--- config.mk ---
export PLATFORM = sky130hd
export DESIGN_NAME = p2_action_sequencer
export DESIGN_NICKNAME = d
export VERILOG_FILES = /design/src/rtl/p2_action_sequencer.sv
export SDC_FILE = /design/constraint.sdc
export NUM_CORES = 1
export LEC_CHECK = 0
export ABC_AREA = 1
export ABC_CLOCK_PERIOD_IN_PS = 4700
export BUFFER_PORTS_ARGS = -buffer_cell sky130_fd_sc_hd__buf_2
export CORE_UTILIZATION = 25
export DETAILED_ROUTE_END_ITERATION = 8
export HOLD_SLACK_MARGIN = 0.08
export PLACE_DENSITY = 0.39
export SYNTH_ARGS = -nofsm -noshare
export SYNTH_HDL_FRONTEND = slang
export SYNTH_SLANG_ARGS = --single-unit
--- constraint.sdc ---
create_clock -name clk -period 4.7 [get_ports clk]
set_clock_uncertainty 0.2 [all_clocks]
set_input_delay 0.47 -clock clk [delete_from_list [all_inputs] [get_ports clk]]
set_output_delay 0.47 -clock clk [all_outputs]
set_load 0.02 [all_outputs]
--- src/rtl/p2_action_sequencer.sv ---
// Player-2 AI action sequencer: samples the AI action once per frame and turns it
// into held movement levels or short attack presses followed by a cooldown.
module p2_action_sequencer #(
  parameter int unsigned HOLD_FRAMES     = 8,
  parameter int unsigned ATTACK_FRAMES   = 1,
  parameter int unsigned COOLDOWN_FRAMES = 12
) (
  input  logic       clk,
  input  logic       reset,
  input  logic       frame_tick,
  input  logic       ai_enable,
  input  logic       p2_busy,
  input  logic [2:0] action_in,
  output logic       p2_left,
  output logic       p2_right,
  output logic       p2_attack,
  output logic       p2_dir_attack,
  output logic       ai_ready
);

  localparam int unsigned CNT_W = 8;
  localparam logic [CNT_W-1:0] HOLD_LOAD     = CNT_W'(HOLD_FRAMES - 1);
  localparam logic [CNT_W-1:0] ATTACK_LOAD   = CNT_W'(ATTACK_FRAMES - 1);
  localparam logic [CNT_W-1:0] COOLDOWN_LOAD = CNT_W'(COOLDOWN_FRAMES - 1);

  typedef enum logic [2:0] {
    ST_DISABLED,
    ST_SAMPLE,
    ST_HOLD,
    ST_ATTACK,
    ST_COOLDOWN
  } state_e;

  state_e           state_q;
  logic [CNT_W-1:0] cnt_q;
  logic             left_q, right_q, attack_q, dir_q, ready_q;

  logic dec_left_c, dec_right_c, dec_attack_c, dec_dir_c;

  // Action decode, biased toward movement (5..7 alias idle/left/right).
  always_comb begin
    dec_left_c   = 1'b0;
    dec_right_c  = 1'b0;
    dec_attack_c = 1'b0;
    dec_dir_c    = 1'b0;
    case (action_in)
      3'd1, 3'd6: dec_left_c   = 1'b1;
      3'd2, 3'd7: dec_right_c  = 1'b1;
      3'd3:       dec_attack_c = 1'b1;
      3'd4:       dec_dir_c    = 1'b1;
      default:    ;
    endcase
  end

  always_ff @(posedge clk) begin
    if (!reset || !ai_enable) begin
      state_q  <= ST_DISABLED;
      cnt_q    <= '0;
      left_q   <= 1'b0;
      right_q  <= 1'b0;
      attack_q <= 1'b0;
      dir_q    <= 1'b0;
      ready_q  <= 1'b0;
    end else begin
      case (state_q)
        ST_DISABLED: begin
          state_q <= ST_SAMPLE;
          ready_q <= 1'b1;
        end
        ST_SAMPLE: begin
          if (frame_tick && !p2_busy) begin
            ready_q  <= 1'b0;
            left_q   <= dec_left_c;
            right_q  <= dec_right_c;
            attack_q <= dec_attack_c;
            dir_q    <= dec_dir_c;
            if (dec_attack_c || dec_dir_c) begin
              state_q <= ST_ATTACK;
              cnt_q   <= ATTACK_LOAD;
            end else begin
              state_q <= ST_HOLD;
              cnt_q   <= HOLD_LOAD;
            end
          end
        end
        ST_HOLD: begin
          if (frame_tick) begin
            if (cnt_q == '0) begin
              state_q <= ST_SAMPLE;
              left_q  <= 1'b0;
              right_q <= 1'b0;
              ready_q <= 1'b1;
            end else begin
              cnt_q <= cnt_q - 8'd1;
            end
          end
        end
        ST_ATTACK: begin
          if (frame_tick) begin
            if (cnt_q == '0) begin
              state_q  <= ST_COOLDOWN;
              cnt_q    <= COOLDOWN_LOAD;
              attack_q <= 1'b0;
              dir_q    <= 1'b0;
            end else begin
              cnt_q <= cnt_q - 8'd1;
            end
          end
        end
        ST_COOLDOWN: begin
          if (frame_tick) begin
            if (cnt_q == '0) begin
              state_q <= ST_SAMPLE;
              ready_q <= 1'b1;
            end else begin
              cnt_q <= cnt_q - 8'd1;
            end
          end
        end
        default: begin
          state_q  <= ST_DISABLED;
          cnt_q    <= '0;
          left_q   <= 1'b0;
          right_q  <= 1'b0;
          attack_q <= 1'b0;
          dir_q    <= 1'b0;
          ready_q  <= 1'b0;
        end
      endcase
    end
  end

  assign p2_left       = left_q;
  assign p2_right      = right_q;
  assign p2_attack     = attack_q;
  assign p2_dir_attack = dir_q;
  assign ai_ready      = ready_q;

endmodule

# == Yosys cells after proc, flatten, opt, wreduce, memory -nomap -nowiden ==
# Index checks and enable logic that the tools add are counted.
# word_totals
regBits,16
output_inout_bits,5
elab_cells,80
# classes
addsub,1
n_eq_ne,18
mux,32
bitwise,4
n_reduce_logical,18
# op_table
op,count
8-bit 2-to-1 mux,5
8-bit case mux with 4 select lines,1
3-bit 2-to-1 mux,6
1-bit 2-to-1 mux,14
"3-bit by 2-bit equality test with 1-bit output, second input constant",4
"3-bit equality test, second input constant",4
"2-bit inequality test, second input constant",6
1-bit case mux with 3 select lines,4
3-bit case mux with 4 select lines,1
4-bit AND reduction,3
5-bit AND reduction,2
8-bit logical NOT,1
"8-bit by 1-bit subtractor with 8-bit output, second input constant",1
"3-bit by 1-bit equality test with 1-bit output, second input constant",2
2-bit OR reduction,3
3-bit OR reduction,2
"2-bit by 1-bit inequality test with 1-bit output, second input constant",2
1-bit NOT,4
1-bit case mux with 4 select lines,1
1-bit logical NOT,3
3-bit logical NOT,1
1-bit logical OR,2
1-bit logical AND,1

# == Depth between registers and ports, before layout ==
# Gate-level depths: netlist (run 1).
# logic_depth
depth_word,6
ltp_mapped,11

# == Worst setup path after synthesis (run 1) ==
# OpenSTA, ideal clock, no wires.
# synth_timing
path_kind,register -> register
startpoint,reg cnt_q[0]
endpoint,reg cnt_q[1]
setup_ns,0.117
arrival_ns,1.216
required_ns,4.383
slack_ns,3.167
path_stages_with_launch,11
path_buffers,0
synth_period_minus_slack_ns,1.533
path_cell_list,dfxtp_1 inv_1 ha_1 nand2_1 inv_1 nand2_2 nand2_2 nand2_2 nand2_4 nor3_1 nor2_1
# synth_via
elab_chain_cells,4
word_cells_on_any_way,9
classes_between,add/sub (1); eq/ne (1); mux (5); reduce/logical (2)
# synth_lines
item,line_no,text
"start, declared",35,logic [CNT_W-1:0] cnt_q;
"start signal, assigned",94,cnt_q <= cnt_q - 8'd1;
"start signal, assigned",106,cnt_q <= cnt_q - 8'd1;
"start signal, assigned",116,cnt_q <= cnt_q - 8'd1;
8-bit by 1-bit subtractor with 8-bit output or 8-bit logical NOT (tied branches),--,
8-bit 2-to-1 mux (on tied branches),"88, 112, 100",
8-bit 2-to-1 mux (on tied branches),"111, 99",
8-bit case mux with 4 select lines,65,case (state_q)
# Several ways; a longest one is shown, not always the timed one. The select of a mux whose other input is x is not followed.
# A chain may end at the register's enable or synchronous reset.

# == Worst setup path in the final report (run 1) ==
# layout_timing
startpoint,reg cnt_q[0]
endpoint,reg cnt_q[0]
# Same word-level chain as after synthesis.

==> results of run 1 <==
cells in the mapped netlist:
| master | count | share of area, % |
|---|---|---|
| sky130_fd_sc_hd__nand2_1 | 60 | 20 |
| sky130_fd_sc_hd__inv_1 | 27 | 8.9 |
| sky130_fd_sc_hd__nor2_1 | 18 | 6.0 |
| sky130_fd_sc_hd__a21oi_1 | 16 | 7.1 |
| sky130_fd_sc_hd__dfxtp_1 | 16 | 28 |
| sky130_fd_sc_hd__nand3_1 | 14 | 6.2 |
| sky130_fd_sc_hd__nand2_2 | 6 | 3.3 |
| sky130_fd_sc_hd__inv_2 | 3 | 0.99 |
| sky130_fd_sc_hd__nor2_2 | 3 | 1.7 |
| sky130_fd_sc_hd__nor2_4 | 3 | 3.0 |
| sky130_fd_sc_hd__ha_1 | 2 | 2.2 |
| sky130_fd_sc_hd__nand2_4 | 2 | 2.0 |
| sky130_fd_sc_hd__nand4_1 | 2 | 1.1 |
| sky130_fd_sc_hd__nor3_1 | 2 | 0.88 |
| sky130_fd_sc_hd__o21ai_0 | 2 | 0.88 |
| sky130_fd_sc_hd__o21ai_2 | 2 | 1.5 |
| sky130_fd_sc_hd__xor2_1 | 2 | 1.5 |
| sky130_fd_sc_hd__a211oi_1 | 1 | 0.66 |
| sky130_fd_sc_hd__a21oi_4 | 1 | 1.4 |
| sky130_fd_sc_hd__a31oi_1 | 1 | 0.55 |
| sky130_fd_sc_hd__inv_4 | 1 | 0.55 |
| sky130_fd_sc_hd__nand3_2 | 1 | 0.88 |
| sky130_fd_sc_hd__nor3b_1 | 1 | 0.66 |
sequential cells by signal, summed over array words and instances (netlist names):
signal,cells
p2_right,1
p2_left,1
state_q,3
p2_dir_attack,1
ai_ready,1
p2_attack,1
cnt_q,8
layout make-up:
| type | count | share of cell area [%] |
|---|---|---|
| inverter | 31 | 9.04 |
| tap | 52 | 4.95 |
| multi-input combinational | 139 | 52.9 |
| clock buffer | 4 | 4.19 |
| timing repair buffer | 12 | 4.57 |
| sequential | 16 | 24.4 |
logic make-up after synthesis:
family / synth area share [%]
fa+ha+maj: 2.20
buf+inv: 10.5
simple gates: 45.4
flops: 28.2
compound gates: 12.1
xor+xnor: 1.54
worst max-delay path: cells and delay by family, from the launching register on:
| family | cells | cell delay (ns) |
|---|---|---|
| fa+ha+maj | 1 | 0.21 |
| compound gates | 2 | 0.34 |
| buf+inv | 2 | 0.15 |
| flops | 1 | 0.33 |
| simple gates | 4 | 0.39 |
power breakdown:
group	internal, W	total, W	switching, W
Combinational	0.0000275	0.0000833	0.0000558
Sequential	0.000140	0.000143	0.00000351
Clock	0.0000743	0.000125	0.0000502
Total	0.000242	0.000351	0.000110
worst paths after layout:
path,cells after the start,slack [ns],end
setup / recovery,9,3.01,cnt_q[0]
hold / removal,2,0.25,ai_ready
setup reg to reg,9,3.01,cnt_q[0]
hold reg to reg,2,0.25,ai_ready
per-layer routing:
layer / GRT usage, % / wire length [um] / vias up
met1: 15.0 / 1360 / 498
met5: 0 / 0 / -
met2: 19.0 / 1250 / 17
li1: - / - / 611
met4: 6.12 / 29 / 0
met3: 2.18 / 80 / 2
metrics by stage:
stage	hold slack [ns]	area, sq um	setup slack, ns	power, W	utilization (%)
3_5_place_dp	0.248	1260	3.01	0.000230	28.9
2_1_floorplan	0.244	1130	3.17	0.000211	-
4_1_cts	0.260	1320	2.99	0.000360	30.2
3_3_place_gp	0.236	1260	3.01	0.000231	28.9
6_report	0.254	1320	3.01	0.000351	30.2
5_1_grt	0.274	1320	2.82	0.000378	30.2
==> metrics.csv, run 1 <==
metric,value,unit
outcome,finished clean,
leakage power of the design,0.661,nW
DRT antenna net count,0,
cells traversed along the worst timing path,inv_1 -> ha_1 -> nand2_1 -> inv_1 -> nand2_2 -> nand2_2 -> a21oi_4 -> nand2_1 -> a21oi_1,
share of synthesized area occupied by flip-flops and latches,28.2,%
"Avg Cell Area, Syn",6.10,sq um
routed via count divided by cell count,4.44,
most used cells in the layout excluding fill and tap cells,"sky130_fd_sc_hd__nand2_1 (60), sky130_fd_sc_hd__inv_1 (27), sky130_fd_sc_hd__nor2_1 (18)",
Cell variety after synth,23,
insertion delay to the later sink of the worst-skew pair,0.25,ns
post-detailed-route DRC marker count,0,
net count after synthesis,196,
synthesis-stage register bit count,16,
Hold Crit Start,ai_ready,
number of setup buffers added after CTS,0,
wire length reported by the detailed router,2720,um
total congestion overflow after global routing,0,
# H-tree levels,1,
number of maximum-capacitance constraint violations,0,
hold-fix buffers at CTS,0,
sink count of the clock tree,16,
boundary pin count,13,
area of combinational cells with multiple inputs,696,sq um
maximum number of pins on one net before global-route repair,11,
Clock transition at path regs,0.07,ns
shortest clock period the worst path allows after layout,1.69,ns
GRT Overall Usage,11.8,%
die span in y,69.4,um
Filler cells,477,
wire length of the first global-routing pass,4520,um
headroom to the max-slew limit,73.2,%
cell area after synthesis,1130,sq um
Die Footprint,4810,sq um
router iterations before antenna repair,4,
number of core rows,24,
placeable core region,4350,sq um
setup total negative slack,0,ns
Buffers on Ports,12,
Horiz. Die Dim,69.4,um
highest fanout seen on the critical path,7,
cell at the slowest stage of the critical path,sky130_fd_sc_hd__dfxtp_1,
final critical-path share of the clock period,36.0,%
number of nets in the final layout,213,
total half-perimeter wirelength after legalization and detailed placement,2170,um
starting DRC count in detailed routing,50,
RSZ-0062 raised after global routing,no,
Diodes inserted,0,
"commonest non-fill, non-tap cell in the layout",sky130_fd_sc_hd__nand2_1,
fraction of layout cells with a size suffix above 1,18.8,%
yosys warns,0,
R2R Path Start,cnt_q[0],
Worst Max-Slew Pin Slew,0.402,ns
Num CTS Buffers,3,
endpoints failing setup,0,
Resized Gates After CTS,0,
data arrival time of the critical path,1.67,ns
cells after synthesis,186,
Worst setup SP type,flip-flop,
highest clock rate,0.592,GHz
CTS Root Buffer Type,sky130_fd_sc_hd__clkbuf_8,
FF+latch area,320,sq um
initial antenna violation count,0,
kind of end point of the critical path,flip-flop,
delay of the slowest cell on the worst path,0.33,ns
area growth from synthesis to final layout,15.9,%
number of placed cells counting well taps,250,
starting density of the core,26.1,%
final hold vios,0,
average wire per cell in the routed design,10.7,um
"number of standard cells in the layout, taps in and fillers out",254,
kind of critical path,reg -> reg,
CP startpoint,cnt_q[0],
maximum count of clock buffers along a single path,2,
peak supply drop,0.111,mV
worst path required time,4.68,ns
total via count after detailed routing,1128,
Worst Hold Class,reg -> reg,
number of slew-limit violations in the final report,0,
clock tree from TritonCTS,yes,
vias in the first global route,1025,
power per cell area,267,nW/um^2
Placer Congestion,0.806,
No activity file was read; power rests on OpenSTA's default activity.
==> run 2: changes to the inputs <==
--- a/config.mk
+++ b/config.mk
@@ -6,7 +6,7 @@
 export NUM_CORES = 1
 export LEC_CHECK = 0
 export ABC_AREA = 1
-export ABC_CLOCK_PERIOD_IN_PS = 4700
+export ABC_CLOCK_PERIOD_IN_PS = 1700
 export BUFFER_PORTS_ARGS = -buffer_cell sky130_fd_sc_hd__buf_2
 export CORE_UTILIZATION = 25
 export DETAILED_ROUTE_END_ITERATION = 8
==> constraint.sdc (replaced) <==
create_clock -name clk -period 1.7 [get_ports clk]
set_clock_uncertainty 0.2 [all_clocks]
set_input_delay 0.17 -clock clk [delete_from_list [all_inputs] [get_ports clk]]
set_output_delay 0.17 -clock clk [all_outputs]
set_load 0.02 [all_outputs]
==> run 2 against run 1 <==
Effect of this change:
- first-iteration DRC count down 32%
- flip-flop and latch count unchanged
- sequential share of layout area down 0.96 points
- clock-buffer cell count unchanged
- worst hold slack worse by 0.13 ns
- register-to-register slack worse by 2.9 ns
- die area unchanged
- sequential power rose to 2.8 times the previous value
- highest routed layer unchanged
==> metrics.csv, run 2 (synthesis results as in run 1) <==
metric,value,unit,change
worst path required time,1.69,ns,-2.99 ns
die span in y,69.4,um,unchanged
Worst Max-Slew Pin Slew,0.282,ns,-0.120 ns
delay of the slowest cell on the worst path,0.33,ns,about the same
initial antenna violation count,0,,unchanged
path depth of the worst reg2reg path,9,,unchanged
average wire per cell in the routed design,11.1,um,+3.9%
Buffers on Ports,12,,unchanged
shortest clock period the worst path allows after layout,1.62,ns,-0.0686 ns
final hold vios,0,,unchanged
hold-fix buffers at CTS,0,,unchanged
maximum number of pins on one net before global-route repair,10,,-1
post-layout instance area,1390,sq um,+5.7%
endpoints failing setup,0,,unchanged
pre-CTS setup slack,0.0573,ns,-2.96 ns
number of maximum-capacitance constraint violations,0,,unchanged
max reg flops,8,,unchanged
total half-perimeter wirelength after legalization and detailed placement,2270,um,+4.9%
kind of end point of the critical path,flip-flop,,
most used cells in the layout excluding fill and tap cells,"sky130_fd_sc_hd__nand2_1 (59), sky130_fd_sc_hd__inv_1 (27), sky130_fd_sc_hd__nor2_1 (18)",,
highest fanout seen on the critical path,7,,unchanged
# H-tree levels,1,,unchanged
family with the most delay on the worst path,simple AND/OR/NAND/NOR gates,,
placement-stage cell area,1300,sq um,+3.0%
setup total negative slack,0,ns,unchanged
register ranked first by flip-flop count,cnt_q,,
headroom to the max-slew limit,81.2,%,+8.0 points
Worst Hold Class,in -> reg,,
"number of standard cells in the layout, taps in and fillers out",259,,+2.0%
power per cell area,712,nW/um^2,+170%
wire length reported by the detailed router,2880,um,+6.0%
hold worst-path end,p2_attack,,
sink count of the clock tree,16,,unchanged
DRT antenna net count,0,,unchanged
starting density of the core,26.1,%,unchanged
instance count on the critical path,9,,unchanged
CTS Root Buffer Type,sky130_fd_sc_hd__clkbuf_8,,
placeable core region,4350,sq um,unchanged
total congestion overflow after global routing,0,,unchanged
highest clock rate,0.617,GHz,+4.2%
final critical-path share of the clock period,95.4,%,+59 points
Horiz. Die Dim,69.4,um,unchanged
insertion delay to the later sink of the worst-skew pair,0.25,ns,about the same
Reg-to-Reg End,cnt_q[5],,
post-detailed-route DRC marker count,0,,unchanged
Num CTS Buffers,3,,unchanged
leakage power of the design,0.699,nW,+5.7%
clock tree from TritonCTS,yes,,
outcome,finished clean,,
GRT Overall Usage,12.3,%,+0.49 points
router iterations before antenna repair,4,,unchanged
vias in the first global route,1034,,+0.88%
routed via count divided by cell count,4.46,,+0.42%
number of slew-limit violations in the final report,0,,unchanged
number of core rows,24,,unchanged
fraction of layout cells with a size suffix above 1,25.6,%,+6.8 points
kind of critical path,reg -> reg,,
total via count after detailed routing,1155,,+2.4%
number of nets in the final layout,218,,+2.3%
number of setup buffers added after CTS,0,,unchanged
Worst setup SP type,flip-flop,,
setup slack of the most critical reg-to-reg path,0.08,ns,-2.93 ns
cells traversed along the worst timing path,inv_1 -> ha_1 -> nand2_1 -> inv_1 -> nand2_4 -> nand2_4 -> a21oi_4 -> nand2_1 -> a21oi_2,,
Die Footprint,4810,sq um,unchanged
Clock transition at path regs,0.07,ns,about the same
largest registers,"cnt_q (8), state_q (3)",,
Hold Crit Start,action_in[1],,
data arrival time of the critical path,1.61,ns,-0.06 ns
number of cells on the worst hold path,5,,+3
number of placed cells counting well taps,255,,+2.0%
peak supply drop,0.308,mV,+180%
area growth from synthesis to final layout,22.5,%,
wire length of the first global-routing pass,4750,um,+5.0%
R2R Path Start,cnt_q[0],,
maximum count of clock buffers along a single path,2,,unchanged
minimum setup slack in the final design,0.0785,ns,-2.93 ns
number of buffer and inverter instances along the worst setup path,2,,unchanged
Diodes inserted,0,,unchanged
boundary pin count,13,,unchanged
"commonest non-fill, non-tap cell in the layout",sky130_fd_sc_hd__nand2_1,,
RSZ-0062 raised after global routing,yes,,
cell at the slowest stage of the critical path,sky130_fd_sc_hd__dfxtp_2,,
Placer Congestion,0.809,,+0.37%
starting DRC count in detailed routing,34,,-32%
## run 2: changes by cell type in the layout (fill, tap and decap cells not counted), moves of 2 or more
cell                      before  now
sky130_fd_sc_hd__a21oi_2       0    4
sky130_fd_sc_hd__dfxtp_2       0    4
sky130_fd_sc_hd__buf_4         0    5
sky130_fd_sc_hd__a21oi_1      16   12
sky130_fd_sc_hd__nand2_4       2    4
sky130_fd_sc_hd__dfxtp_1      16   12
## run 2: metrics by stage
stage               hold slack, ns  total power (W)  utilization, %
floorplan                    0.244         0.000583               -
global placement             0.235         0.000645            29.8
detailed placement           0.246         0.000643            29.8
CTS                          0.124         0.000996            31.1
global route                 0.165          0.00106            31.9
finish                       0.126         0.000989            31.9
## run 2: how the worst max path moves through the flow
stage | start | slack (ns) | to
2_1_floorplan | cnt_q[0] | 0.17 | cnt_q[1]
3_3_place_gp | cnt_q[1] | 0.06 | cnt_q[3]
3_5_place_dp | cnt_q[1] | 0.06 | cnt_q[1]
4_1_cts | cnt_q[0] | 0.03 | cnt_q[1]
5_1_grt | cnt_q[0] | -0.03 | cnt_q[3]
6_report | cnt_q[0] | 0.08 | cnt_q[5]
## run 2: final cells by class
class	count	area, sq um
fill	466	2960
multi-input combinational	139	728
sequential	16	325
inverter	31	119
timing repair buffer	17	97.6
tap	52	65.1
clock buffer	4	55.1
## run 2: worst reg2reg max path: cells and delay by family, from the launching register on
family	cells	cell delay (ns)
AND/OR/NAND/NOR	4	0.35
flip-flops	1	0.33
adder cells (fa/ha/maj)	1	0.19
AO/OA/AOI/OAI	2	0.35
buffers and inverters	2	0.13
## run 2: timing repair
item                       CTS  global route
resized for setup            0            12
setup endpoints to repair    0            12
hold endpoints to repair     0             0
## run 2: layer usage
layer  up-vias  track usage (%)  share of wire [%]
met2        24             19.2                 45
met5         -                0                  0
met4         0             4.99                2.4
li1        619                -                  -
met3         9             1.74                2.6
met1       503             17.0                 50
## run 2: power by group
group	internal, W	switching (W)
combinational	0.0000837	0.000164
clock	0.000206	0.000139
sequential	0.000388	0.00000960
total	0.000677	0.000313
